File: src/rtl/bip_control_unit_pkg.sv
// Shared BIP control-unit definitions: field widths, opcodes, one-hot FSM states
// and the small decode helpers used by the sequencer.
package bip_control_unit_pkg;

    localparam int DB  = 16;
    localparam int OPW = 5;
    localparam int AW  = 11;
    localparam int PCW = 11;

    typedef enum logic [OPW-1:0] {
        OP_HLT  = 5'b00000,
        OP_STO  = 5'b00001,
        OP_LD   = 5'b00010,
        OP_LDI  = 5'b00011,
        OP_ADD  = 5'b00100,
        OP_ADDI = 5'b00101,
        OP_SUB  = 5'b00110,
        OP_SUBI = 5'b00111
    } opcode_t;

    typedef enum logic [4:0] {
        S_FETCH  = 5'b00001,
        S_DECODE = 5'b00010,
        S_MEM    = 5'b00100,
        S_EXEC   = 5'b01000,
        S_HALT   = 5'b10000
    } state_t;

    function automatic logic is_load(input logic [OPW-1:0] op);
        return (op == OP_LD) || (op == OP_LDI);
    endfunction

    function automatic logic needs_mem(input logic [OPW-1:0] op);
        return (op == OP_LD) || (op == OP_ADD) || (op == OP_SUB);
    endfunction

    function automatic logic is_imm(input logic [OPW-1:0] op);
        return (op == OP_LDI) || (op == OP_ADDI) || (op == OP_SUBI);
    endfunction

    function automatic logic is_neg(input logic [OPW-1:0] op);
        return (op == OP_SUB) || (op == OP_SUBI);
    endfunction

    function automatic logic writes_acc(input logic [OPW-1:0] op);
        return is_imm(op) || needs_mem(op);
    endfunction

    function automatic logic [DB-1:0] sext(input logic [AW-1:0] f);
        return {{(DB-AW){f[AW-1]}}, f};
    endfunction

    function automatic logic [DB-1:0] negate(input logic [DB-1:0] x);
        return ~x + DB'(1);
    endfunction

endpackage

File: src/rtl/bip_control_unit_pc.sv
// Program counter for the BIP sequencer: async clear, increment, silent wrap.
module bip_pc
    import bip_control_unit_pkg::*;
(
    input  logic           clk,
    input  logic           Reset,
    input  logic           inc,
    output logic [PCW-1:0] pc
);

    always_ff @(posedge clk or posedge Reset) begin
        if (Reset)
            pc <= '0;
        else if (inc)
            pc <= pc + PCW'(1);
    end

endmodule

File: src/rtl/bip_control_unit.sv
// BIP multi-cycle sequencer: fetches from synchronous ROM, decodes, and drives
// the add-only accumulator (clear-then-add loads, negated subtract operands).
module bip_control_unit
    import bip_control_unit_pkg::*;
(
    input  logic           clk,
    input  logic           Reset,
    input  logic           Enable,
    input  logic [DB-1:0]  RomData,
    input  logic [DB-1:0]  RamRdData,
    input  logic [DB-1:0]  AccValue,
    output logic [PCW-1:0] RomAddr,
    output logic [AW-1:0]  RamAddr,
    output logic           RamRd,
    output logic           RamWr,
    output logic [DB-1:0]  RamWrData,
    output logic           AccClear,
    output logic           AccWr,
    output logic [DB-1:0]  Operand,
    output logic           Halted
);

    state_t         state;
    logic [DB-1:0]  ir;
    logic [OPW-1:0] ir_op;
    logic [OPW-1:0] rom_op;
    logic [PCW-1:0] pc;
    logic           pc_inc;

    assign ir_op     = ir[DB-1:AW];
    assign rom_op    = RomData[DB-1:AW];
    assign RomAddr   = pc;
    assign RamAddr   = ir[AW-1:0];
    assign RamWrData = AccValue;

    // PC advances on EXEC entry so the synchronous ROM already holds the next word in FETCH.
    assign pc_inc = (state == S_MEM) ||
                    ((state == S_DECODE) && (ir_op != OP_HLT) && !needs_mem(ir_op));

    bip_pc u_pc (
        .clk  (clk),
        .Reset(Reset),
        .inc  (pc_inc),
        .pc   (pc)
    );

    always_ff @(posedge clk or posedge Reset) begin
        if (Reset) begin
            state    <= S_FETCH;
            ir       <= '0;
            Operand  <= '0;
            RamRd    <= 1'b0;
            RamWr    <= 1'b0;
            AccClear <= 1'b0;
            AccWr    <= 1'b0;
            Halted   <= 1'b0;
        end else begin
            RamRd    <= 1'b0;
            RamWr    <= 1'b0;
            AccClear <= 1'b0;
            AccWr    <= 1'b0;
            unique case (state)
                S_FETCH: begin
                    if (Enable) begin
                        // Strobes are registered, so DECODE's strobes come from the word IR is loading.
                        ir       <= RomData;
                        AccClear <= is_load(rom_op);
                        RamRd    <= needs_mem(rom_op);
                        state    <= S_DECODE;
                    end
                end
                S_DECODE: begin
                    if (ir_op == OP_HLT) begin
                        Halted <= 1'b1;
                        state  <= S_HALT;
                    end else if (needs_mem(ir_op)) begin
                        state <= S_MEM;
                    end else begin
                        if (is_imm(ir_op))
                            Operand <= is_neg(ir_op) ? negate(sext(ir[AW-1:0])) : sext(ir[AW-1:0]);
                        AccWr <= writes_acc(ir_op);
                        RamWr <= (ir_op == OP_STO);
                        state <= S_EXEC;
                    end
                end
                S_MEM: begin
                    Operand <= is_neg(ir_op) ? negate(RamRdData) : RamRdData;
                    AccWr   <= 1'b1;
                    state   <= S_EXEC;
                end
                S_EXEC:  state <= S_FETCH;
                S_HALT:  state <= S_HALT;
                default: state <= S_FETCH;
            endcase
        end
    end

endmodule
File: config.mk
export PLATFORM = sky130hd
export DESIGN_NAME = bip_control_unit
export DESIGN_NICKNAME = d
export VERILOG_FILES = /design/src/rtl/bip_control_unit_pkg.sv /design/src/rtl/bip_control_unit_pc.sv /design/src/rtl/bip_control_unit.sv
export SDC_FILE = /design/constraint.sdc
export NUM_CORES = 1
export LEC_CHECK = 0
export ABC_AREA = 1
export BUFFER_PORTS_ARGS = -buffer_cell sky130_fd_sc_hd__buf_2
export CAP_MARGIN = 10
export CORE_AREA = 2 2 94 96
export CTS_CLUSTER_SIZE = 16
export DETAILED_ROUTE_END_ITERATION = 8
export DIE_AREA = 0 0 96 98
export PLACE_DENSITY = 0.73
export SYNTH_ARGS = -nofsm -noshare
export SYNTH_HDL_FRONTEND = slang
export SYNTH_SLANG_ARGS = --single-unit
File: constraint.sdc
create_clock -name clk -period 1.7 [get_ports clk]
set_clock_uncertainty 0.2 [all_clocks]
set_input_delay 0 -clock clk [delete_from_list [all_inputs] [get_ports clk]]
set_output_delay 0 -clock clk [all_outputs]
set_load 0.02 [all_outputs]
==> reports/metrics.cfg <==
[pwr]
power.share.sequential_pct=29.2
sw_frac_of_total_pct=46.9
irDropWorstVdd_mv=0.887
net-switching-power_mw=3.44
power_report.internal_total_mw=3.89
power_density_nw_per_um2=1470
cellLeakagePower_nw=2.47
power.share.combinational_pct=60.0
pwr-share-clk_pct=10.8

[routing]
initialDrtViolationCount=217
firstDrtPassIters=5
antenna_violating_nets_left=0
via_count=3737
route.detailed.vias_per_inst=5.08
drt-wirelength-per-cell_um=14.3
totalWireLength_um=10500
detail_route.drc_violations=0

[grt]
number_of_antenna_violations_at_the_first_check_in_global_routing=0
grt_first_pass_wirelength_um=15000
grt_overflow_total=0
grt_start_max_net_pins=54
first_global_vias=3402
grt.total_usage_pct=19.8

[run]
timing.max_cap.violations=0

[critical_path]
critical_path.endpoint_type=flip-flop
reg2reg_from=ir[13]$_DFFE_PP0P_
cp_data_arrival_time_ns=1.83
worst_r2r_path_depth=8
reg2reg_slack_ns=-0.09
worstSetupStartpointType=flip-flop
timing_worst_setup_path_type=reg -> reg
critPathMaxFanout=6
worst_ep_required_time_ns=1.75
worst_r2r_dst=Operand[3]$_DFFE_PP0P_

[synthesis]
ys_ff_latch=53
yosys.area.top_type_share_pct=39.6
syn_nets=526
syn_inst=472
synthesis.yosys.warnings=0
synth_cell_types=31
netlist_top_cells_area=sky130_fd_sc_hd__dfrtp_1, sky130_fd_sc_hd__nand2_1, sky130_fd_sc_hd__nand3_1, sky130_fd_sc_hd__buf_4, sky130_fd_sc_hd__inv_1
synth_top_cell_by_area=sky130_fd_sc_hd__dfrtp_1
async_reset_ff_share_pct=100
avgSynthCellArea_sq_um=6.97
syn_area_sq_um=3290
seq_area_frac_synth_pct=40.4
synthFlopType=sky130_fd_sc_hd__dfrtp_1
synth_enable_flop_cells=0

[finish]
finish.net_count=681
final_cell_count_without_fillers=736
layout_cells_sized_above_1_pct=35.4
count_of_antenna_diodes_in_the_layout=0
final_area_sq_um=4980
area_growth_syn_to_layout_pct=51.6
n_fill_cell=756
final_cell_mix=sky130_fd_sc_hd__nand2_1, sky130_fd_sc_hd__buf_2, sky130_fd_sc_hd__dfrtp_1
final_common_cell=sky130_fd_sc_hd__nand2_1

[cts]
cts_tree=built
cts.clk_slew.worst_paths_ns=0.11
number_of_clock_sinks=53
worst_skew_pair.late_latency_ns=0.32
cts_max_path_buffers=2
cts_htree_levels=2
root_buffer_master=sky130_fd_sc_hd__clkbuf_8
tritoncts.num_buffers=5

[floorplan]
die_width_um=96
initial_core_util_pct=38.8
ios=110
design.core.area_sq_um=8470
placementRows=34
floorplan.die_area_sq_um=9410
dieHeight_um=98

[sta]
final_max_slew_viol_count=0
min_period_ns=1.79
timing_hold_violations_final=0
postLayoutSetupSlackWorst_ns=-0.0858
final_min_period_over_clock_period_pct=105
worst_slew_pin_slew_ns=0.289
grt_setup_unrepaired=true
normalized_max_slew_margin_pct=80.6
finalSetupViolCount=13
maxClockFrequency_ghz=0.560

[hold_path]
hold_path_depth=6
hold_end=Operand[3]$_DFFE_PP0P_
hold_path_startpoint=RamRdData[1]
worst_hold_path_type=in -> reg

[placed_design]
place_inst=648
gp_congestion=0.934
place.port_buffers=77
dp_hpwl_um=6320
placed_area_sq_um=3780

[run_status]
status=finished, violations left
failing_checks=negative setup slack

synth_stat cells, types with 4 or more instances:
library cell,instances
sky130_fd_sc_hd__buf_2,4
sky130_fd_sc_hd__a21oi_1,5
sky130_fd_sc_hd__inv_1,58
sky130_fd_sc_hd__dfrtp_1,52
sky130_fd_sc_hd__a31oi_1,6
sky130_fd_sc_hd__nand4_1,5
sky130_fd_sc_hd__nand3_1,55
sky130_fd_sc_hd__o21ai_0,36
sky130_fd_sc_hd__nand2_1,147
sky130_fd_sc_hd__buf_4,30
sky130_fd_sc_hd__nor2_1,42
layer usage:
| metal | part of all wire, % | GRT usage, % |
|---|---|---|
| met2 | 51 | 33.1 |
| met3 | 6.5 | 3.09 |
| met4 | 2.8 | 6.15 |
| met5 | 0 | 0 |
| met1 | 40 | 26.2 |
per-stage QoR:
stage / utilization [%] / worst slack [ns] / hold WS, ns / power (mW) / setup TNS (ns)
5_1_grt: 58.9 / -0.171 / 0.0693 / 7.86 / -3.25
2_1_floorplan: - / 0.0159 / -0.137 / 4.27 / 0
3_5_place_dp: 44.7 / -0.0864 / -0.200 / 5.22 / -0.593
6_report: 58.9 / -0.0858 / 0.00706 / 7.33 / -0.562
3_3_place_gp: 44.7 / 0.00423 / -0.200 / 5.11 / 0
4_1_cts: 52.8 / -0.0297 / 0.0000120 / 6.34 / -0.186
registers in the layout (all words and copies together) (netlist names):
name / flops
AccClear: 1
state: 5
RamRd: 1
ir: 16
Operand: 16
Halted: 1
AccWr: 1
u_pc.pc: 11
RamWr: 1
worst max-delay path by stage:
| stage | to | startpoint | cells past startpoint |
|---|---|---|---|
| detailed placement | Operand[14]$_DFFE_PP0P_ | ir[1]$_DFFE_PP0P_ | 9 |
| finish | Operand[3]$_DFFE_PP0P_ | ir[13]$_DFFE_PP0P_ | 8 |
| global placement | Operand[14]$_DFFE_PP0P_ | ir[0]$_DFFE_PP0P_ | 9 |
| global route | Operand[3]$_DFFE_PP0P_ | ir[14]$_DFFE_PP0P_ | 9 |
| floorplan | Operand[12]$_DFFE_PP0P_ | ir[0]$_DFFE_PP0P_ | 9 |
| CTS | Operand[2]$_DFFE_PP0P_ | state[3]$_DFFE_PP0P_ | 8 |
repair_timing:
item,4_1_cts,5_1_grt
gates cloned,1,6
hold endpoints to repair,103,0
setup buffers,5,20
gates resized for setup,29,86
pin swaps,9,22
hold buffers,48,0
endpoints found under the setup margin,29,47
critical path, cell delays in order (launching register included):
cell                      delay (ns)
sky130_fd_sc_hd__dfrtp_2        0.48
sky130_fd_sc_hd__nand3_4        0.11
sky130_fd_sc_hd__nor2_4         0.20
sky130_fd_sc_hd__buf_12         0.15
sky130_fd_sc_hd__buf_8          0.12
sky130_fd_sc_hd__nand2_1        0.05
sky130_fd_sc_hd__nand2_1        0.08
sky130_fd_sc_hd__nand3_1        0.12
sky130_fd_sc_hd__a31oi_1        0.19
cells by family (layout without fill, tap and decap cells):
| logic type | count (synthesis) | in the layout | share of synthesized area [%] |
|---|---|---|---|
| AO/OA/AOI/OAI | 51 | 51 | 8.30 |
| XOR/XNOR | 3 | 3 | 0.799 |
| adder cells (fa/ha/maj) | 3 | 3 | 1.14 |
| flip-flops | 53 | 53 | 40.4 |
| AND/OR/NAND/NOR | 265 | 266 | 34.5 |
| buffers and inverters | 97 | 252 | 14.9 |
power groups by stage:
stage | logic [mW] | registers [mW] | clock network (mW)
after floorplan | 1.95 | 2.32 | 0
after global placement | 3.05 | 2.06 | 0
after detailed placement | 3.14 | 2.09 | 0
after CTS | 3.46 | 2.08 | 0.804
after global routing | 4.80 | 2.20 | 0.868
final | 4.40 | 2.14 | 0.792
final cells by class:
class                           instances  area (sq um)  area share, %
Multi-Input combinational cell        323          1750           35.2
Timing Repair Buffer                  185          1450           29.0
Sequential cell                        53          1330           26.7
Inverter                               59           221           4.44
Tap cell                              108           135           2.71
Clock buffer                            5          68.8           1.38
Clock inverter                          3          28.8          0.577
No activity file was read; power rests on OpenSTA's default activity.
